$ cat config.mk
export PLATFORM = sky130hd
export DESIGN_NAME = sr_latch_driver
export DESIGN_NICKNAME = d
export VERILOG_FILES = /design/src/rtl/sr_drv_pkg.sv /design/src/rtl/sr_latch_driver_dwell_timer.sv /design/src/rtl/sr_latch_driver.sv
export SDC_FILE = /design/constraint.sdc
export NUM_CORES = 1
export LEC_CHECK = 0
export BUFFER_PORTS_ARGS = -buffer_cell sky130_fd_sc_hd__buf_2
export CORE_AREA = 2 2 39 41
export DETAILED_ROUTE_END_ITERATION = 16
export DIE_AREA = 0 0 41 43
export GPL_ROUTABILITY_DRIVEN = 0
export PLACE_DENSITY = 0.73
export SLEW_MARGIN = 20
export SYNTH_ARGS = -nofsm -noshare
export SYNTH_HDL_FRONTEND = slang
export SYNTH_SLANG_ARGS = --single-unit
export TNS_END_PERCENT = 10
$ cat constraint.sdc
create_clock -name clk -period 4.1 [get_ports clk]
set_clock_uncertainty 0.05 [all_clocks]
set_input_delay 0.205 -clock clk [delete_from_list [all_inputs] [get_ports clk]]
set_output_delay 0.205 -clock clk [all_outputs]
set_load 0.1 [all_outputs]
$ cat src/rtl/sr_drv_pkg.sv
// Shared definitions for the SR latch command driver: state encoding,
// parameter legality and small elaboration-time helpers.
package sr_drv_pkg;

    localparam logic [1:0] ST_IDLE  = 2'd0;
    localparam logic [1:0] ST_GAP   = 2'd1;
    localparam logic [1:0] ST_PULSE = 2'd2;
    localparam logic [1:0] ST_CHECK = 2'd3;

    typedef enum logic [1:0] {
        IDLE  = ST_IDLE,
        GAP   = ST_GAP,
        PULSE = ST_PULSE,
        CHECK = ST_CHECK
    } state_t;

    function automatic int max3(input int a, input int b, input int c);
        int m;
        m = (a > b) ? a : b;
        return (m > c) ? m : c;
    endfunction

    function automatic bit params_ok(input int gap_w, input int pulse_w, input int chk_w);
        return (gap_w >= 0) && (pulse_w >= 1) && (chk_w >= 1);
    endfunction

endpackage

$ cat src/rtl/sr_latch_driver_dwell_timer.sv
// Loadable down-counter; expire is high while the count sits at zero.
module dwell_timer #(
    parameter int W = 3
) (
    input  logic         clk,
    input  logic         rst,
    input  logic         load,
    input  logic [W-1:0] load_val,
    output logic         expire
);

    logic [W-1:0] count;

    always_ff @(posedge clk) begin
        if (rst) begin
            count <= '0;
        end else if (load) begin
            count <= load_val;
        end else if (count != '0) begin
            count <= count - 1'b1;
        end
    end

    assign expire = (count == '0);

endmodule

$ cat src/rtl/sr_latch_driver.sv
// Turns set/clear commands into non-overlapping S/R pulses with dead time,
// then confirms the latch output and reports done or timeout.
//
// state | meaning
// IDLE  | ready for a command, S=R=0
// GAP   | dead time before the pulse, S=R=0
// PULSE | drive S (tgt=1) or R (tgt=0)
// CHECK | S=R=0, wait for q_fb to equal tgt
module sr_latch_driver
    import sr_drv_pkg::*;
#(
    parameter int GAP_W   = 1,
    parameter int PULSE_W = 2,
    parameter int CHK_W   = 4
) (
    input  logic clk,
    input  logic rst,
    input  logic cmd_valid,
    input  logic cmd_val,
    output logic cmd_ready,
    input  logic q_fb,
    output logic S,
    output logic R,
    output logic busy,
    output logic done,
    output logic err,
    output logic last_val
);

    localparam int CW = $clog2(max3(GAP_W, PULSE_W, CHK_W) + 1);

    generate
        if (!params_ok(GAP_W, PULSE_W, CHK_W)) begin : g_bad_params
            $error("sr_latch_driver: need GAP_W>=0, PULSE_W>=1, CHK_W>=1");
        end
    endgenerate

    // Each dwell loads N-1 so the state lasts exactly N cycles.
    localparam logic [CW-1:0] GAP_LD   = CW'((GAP_W > 0) ? GAP_W - 1 : 0);
    localparam logic [CW-1:0] PULSE_LD = CW'(PULSE_W - 1);
    localparam logic [CW-1:0] CHK_LD   = CW'(CHK_W - 1);

    state_t        state;
    logic          tgt;
    logic          tmr_load;
    logic [CW-1:0] tmr_val;
    logic          tmr_expire;

    assign cmd_ready = (state == IDLE);
    assign busy      = (state != IDLE);

    always_comb begin
        tmr_load = 1'b0;
        tmr_val  = '0;
        case (state)
            IDLE: begin
                if (cmd_valid) begin
                    tmr_load = 1'b1;
                    tmr_val  = (GAP_W > 0) ? GAP_LD : PULSE_LD;
                end
            end
            GAP: begin
                if (tmr_expire) begin
                    tmr_load = 1'b1;
                    tmr_val  = PULSE_LD;
                end
            end
            PULSE: begin
                if (tmr_expire) begin
                    tmr_load = 1'b1;
                    tmr_val  = CHK_LD;
                end
            end
            default: ;
        endcase
    end

    dwell_timer #(.W(CW)) u_timer (
        .clk      (clk),
        .rst      (rst),
        .load     (tmr_load),
        .load_val (tmr_val),
        .expire   (tmr_expire)
    );

    always_ff @(posedge clk) begin
        if (rst) begin
            state    <= IDLE;
            tgt      <= 1'b0;
            S        <= 1'b0;
            R        <= 1'b0;
            done     <= 1'b0;
            err      <= 1'b0;
            last_val <= 1'b0;
        end else begin
            done <= 1'b0;
            err  <= 1'b0;
            case (state)
                IDLE: begin
                    if (cmd_valid) begin
                        tgt <= cmd_val;
                        if (GAP_W == 0) begin
                            state <= PULSE;
                            S     <= cmd_val;
                            R     <= ~cmd_val;
                        end else begin
                            state <= GAP;
                        end
                    end
                end
                GAP: begin
                    if (tmr_expire) begin
                        state <= PULSE;
                        S     <= tgt;
                        R     <= ~tgt;
                    end
                end
                PULSE: begin
                    if (tmr_expire) begin
                        state <= CHECK;
                        S     <= 1'b0;
                        R     <= 1'b0;
                    end
                end
                CHECK: begin
                    if (q_fb == tgt) begin
                        state    <= IDLE;
                        done     <= 1'b1;
                        last_val <= tgt;
                    end else if (tmr_expire) begin
                        state <= IDLE;
                        done  <= 1'b1;
                        err   <= 1'b1;
                    end
                end
                default: begin
                    state <= IDLE;
                    S     <= 1'b0;
                    R     <= 1'b0;
                end
            endcase
        end
    end

endmodule

== After elaboration in Yosys (flattened, before gate mapping) ==
Index checks and enable logic that the tools add are counted.
Word-level totals
  bits in registers: 11
  bits of input ports: 5
  output and inout bits: 7
Cells by class
  add/subtract/negate cells: 1
  eq/ne operators: 8
  muxes and demuxes: 20
  bitwise logic cells: 2
  reductions and logical operators: 13
Operator list (count)
  2-to-1 mux 2 bit: 6
  case mux 2 bit (4 select lines): 1
  2-to-1 mux 1 bit: 7
  2-to-1 mux 3 bit: 2
  != test 2 bit (second input constant): 3
  case mux 1 bit (2 select lines): 3
  nonzero test 2 bit: 3
  equality test 2 bit (second input constant): 2
  case mux 2 bit (2 select lines): 1
  AND reduction 2 bit: 2
  AND reduction 4 bit: 1
  OR reduction 2 bit: 2
  logical NOT 3 bit: 1
  != test 3 bit (second input constant): 1
  AND reduction 3 bit: 1
  nonzero test 3 bit: 1
  OR reduction 3 bit: 1
  subtractor 3 x 1 -> 3 bit (second input constant): 1
  equality test 2 x 1 -> 1 bit (second input constant): 1
  logical NOT 2 bit: 1
  NOT 1 bit: 2
  equality test 1 bit: 1

== Longest topological paths before layout ==
  depth after elaboration: 4
  depth in mapped cells: 7

== Hierarchy ==
Synthesis repeated with hierarchy kept, for this count alone.
Unflattened totals
  cell total of the unflattened synthesis: 76
  area, all modules: 703.2 µm²
By module, submodules not included
  sr_latch_driver: times used 1, cells each 54, area an instance 496.7 µm², seq. area each 160.2 µm²
  dwell_timer: times used 1, cells each 22, area an instance 206.4 µm², seq. area each 60.1 µm²

== Worst setup path before layout ==
Ideal clock, no wire load.
  path type: reg-to-reg
  start point: register state[0]
  end point: register state[1]
  setup time: 0.101 ns
  arrival time: 2.577 ns
  data required time: 3.949 ns
  path slack: 1.372 ns
  cell stages (with the launch flop): 7
  clock period less this slack: 2.728 ns
  path through: dfxtp_1 > inv_1 > ha_1 > inv_1 > o22ai_2 > o21ai_0 > o41ai_1
On the way
  cells in the longest elaborated chain, start to end: 3
  elaborated cells between the ends (all ways): 10
  classes of those cells: eq/ne: 7; mux: 1; reduce/logical: 2
RTL lines
  start, declared: line sr_latch_driver.sv:43  | state_t state;
  start signal, assigned: line sr_latch_driver.sv:88  | state <= IDLE;
  start signal, assigned: line sr_latch_driver.sv:103  | state <= PULSE;
  start signal, assigned: line sr_latch_driver.sv:107  | state <= GAP;
  logical NOT 2 bit (*)
  named net cmd_ready: line sr_latch_driver.sv:20  | output logic cmd_ready,
  != test 2 bit (no source line)
  AND reduction 4 bit (no source line)
Mark *: on every way through the listed nets, which the timed path passes. The rest lies on a longest branch.
A chain may end at the register's enable or synchronous reset.

== Worst setup path after layout ==
  start point: register state[0]
  end point: output busy
On the way
  cells in the longest elaborated chain, start to end: 1
RTL lines
  nonzero test 2 bit: line sr_latch_driver.sv:50  | assign busy = (state != IDLE);
  end, declared: line sr_latch_driver.sv:24  | output logic busy,
Every way passes these cells.

==> impl_metrics.env <==
export IMPL_startpoint="state[0]"
export IMPL_synth_nets=87
export IMPL_portBuffers=11
export IMPL_hold_viol=0
export IMPL_synth_area_leader_cell="dfxtp_1"
export IMPL_cts_tree="done"
export IMPL_synth_area_um2=658
export IMPL_synth_area_top_cells="dfxtp_1 33%, ha_1 17%, nor2_1 5.1%"
export IMPL_path_class="reg -> out"
export IMPL_drt_pass1_iterations=2
export IMPL_max_cap_violations=0
export IMPL_ys_flop_type="dfxtp_1"
export IMPL_placementRows=14
export IMPL_wl_um=1250
export IMPL_ff2ff_path_depth=6
export IMPL_clk_latency_ns=0.27
export IMPL_stdcell_count=102
export IMPL_layout_drive_gt1_share_pct=23.3
export IMPL_synth_edf_count=0
export IMPL_yosysSeqAreaShare_pct=33.5
export IMPL_post_place_cells=98
export IMPL_tightest_slew_ns=0.693
export IMPL_post_cts_buffers=0
export IMPL_stdcell_area_um2=748
export IMPL_r2r_start="u_timer.count[0]"
export IMPL_yosysWarnings=0
export IMPL_cp_start_kind="flip-flop"
export IMPL_drtAntennaViolNets=0
export IMPL_fin_util_pct=54.1
export IMPL_slew_limit_headroom_pct=53.7
export IMPL_avgSynthCellArea_um2=9.02
export IMPL_nNetsFinal=101
export IMPL_worst_hold_path_endpoint="tgt"
export IMPL_rsz0062_at_grt="false"
export IMPL_final_seq_area_um2=220
export IMPL_cts_sinks=11
export IMPL_h_tree_depth=1
export IMPL_period_needed_ns=1.88
export IMPL_wl_per_cell_um=12.2
export IMPL_slew_viol_final=0
export IMPL_grt_pass1_wl_um=1900
export IMPL_place_area_um2=722
export IMPL_r2r_slack_ns=2.23
export IMPL_clk_pin_slew_ns=0.07
export IMPL_vias=537
export IMPL_worstPathArrival_ns=1.62
export IMPL_antennaDiodeCount=0
export IMPL_hold_path_cell_count=3
export IMPL_period_share_pct=45.8
export IMPL_synth_cells=73
export IMPL_cts_path_max_buffers=2
export IMPL_die_w_um=41
export IMPL_grt_pass1_vias=452
export IMPL_core_um2=1380
export IMPL_die_area_um2=1760
export IMPL_synthTopCellsByCount="11 x dfxtp_1, 9 x ha_1, 9 x nor2_1"
export IMPL_cts_resized_gates=0
export IMPL_route_detailed_drc=0
export IMPL_synth_top_area_share_pct=33.5
export IMPL_cts_buffers_inserted=3
export IMPL_multi_input_area_um2=400
export IMPL_r2r_end="state[1]"
export IMPL_hold_path_class="in -> reg"
export IMPL_gr_total_overflow=0
export IMPL_ios=12
export IMPL_setup_viol=0
export IMPL_synth_seq_cells=11
export IMPL_outcome="finished, final reports clean"
export IMPL_postCtsHoldBufs=0
export IMPL_final_fill_count=127
export IMPL_syn2layout_area_growth_pct=13.7
export IMPL_worstHoldStart="cmd_val"
export IMPL_synthMostInstantiatedCell="dfxtp_1"
export IMPL_antenna_found_initial=0
export IMPL_initialDrtViolationCount=6
export IMPL_vias_per_cell=5.26
export IMPL_grt_max_degree=13
export IMPL_cts_root_buf="clkbuf_4"
export IMPL_synth_distinct_cells=29
export IMPL_endpoint_kind="output port"
export IMPL_hpwlAfterDp_um=949
export IMPL_start_util_pct=47.6
export IMPL_async_flop_share_pct=0
export IMPL_grt_util_all_layers_pct=15.9
export IMPL_die_h_um=43
export IMPL_crit_fanout=5
export IMPL_setup_tns_ns=0
export IMPL_required_ns=3.85
export IMPL_fmax_mhz=533
## worst max-delay path, cell delays in order, from the launching register on
cell and delay [ns]:
dfxtp_1 0.43, inv_1 0.12, ha_1 0.26, inv_1 0.11
buf_2 0.43
## cell usage in the layout (no fill, tap or decap), drive strengths merged, types with 2 or more instances in the layout
cell    Yosys  layout
ha          9       9
inv         7       7
nor3        4       4
nand3       2       2
nor2        9       9
o41ai       2       2
nand2b      2       2
xnor2       2       2
dfxtp      11      11
a21oi       6       6
nand2       4       4
buf         1      11
o21ai       4       4
clkbuf      1       4
## metal layers
metal	share of wire (%)	GRT usage [%]	vias up
met5	0	0	-
met4	2.7	6.00	0
met3	4.5	8.38	5
met2	43	21.3	15
met1	50	21.2	242
li1	-	-	275
## layout make-up
| class | count | area share (%) |
|---|---|---|
| clock buffer | 4 | 3.51 |
| inverter | 7 | 3.51 |
| multi-input combinational | 53 | 53.5 |
| sequential | 11 | 29.4 |
| tap | 16 | 2.68 |
| timing repair buffer | 11 | 7.36 |
## worst max path at each step
stage | to | slack (ns) | cells after the start
finish | busy | 2.22 | 4
global route | state[1] | 2.06 | 6
CTS | busy | 2.24 | 4
detailed placement | state[1] | 2.27 | 6
global placement | state[1] | 2.35 | 6
floorplan | state[1] | 1.37 | 6
## flip-flops by register name, summed over array words and instances (netlist names)
name	cells
err	1
R	1
state	2
done	1
tgt	1
S	1
u_timer.count	3
last_val	1
## stage by stage
step	setup WS, ns	hold slack, ns
2_1_floorplan	1.37	0.256
4_1_cts	2.24	0.146
3_3_place_gp	2.35	0.387
3_5_place_dp	2.27	0.393
5_1_grt	2.06	0.162
6_report	2.22	0.142
## logic make-up after synthesis
logic type,Yosys count,synth area share [%]
AND/OR/NAND/NOR,26,22.1
buffers and inverters,9,5.70
XOR/XNOR,2,3.80
adder cells (fa/ha/maj),9,17.1
AO/OA/AOI/OAI,16,17.9
flip-flops,11,33.5
Power is not shown: default switching activity piles up to over one toggle a cycle in this logic, so the estimate is an artifact.
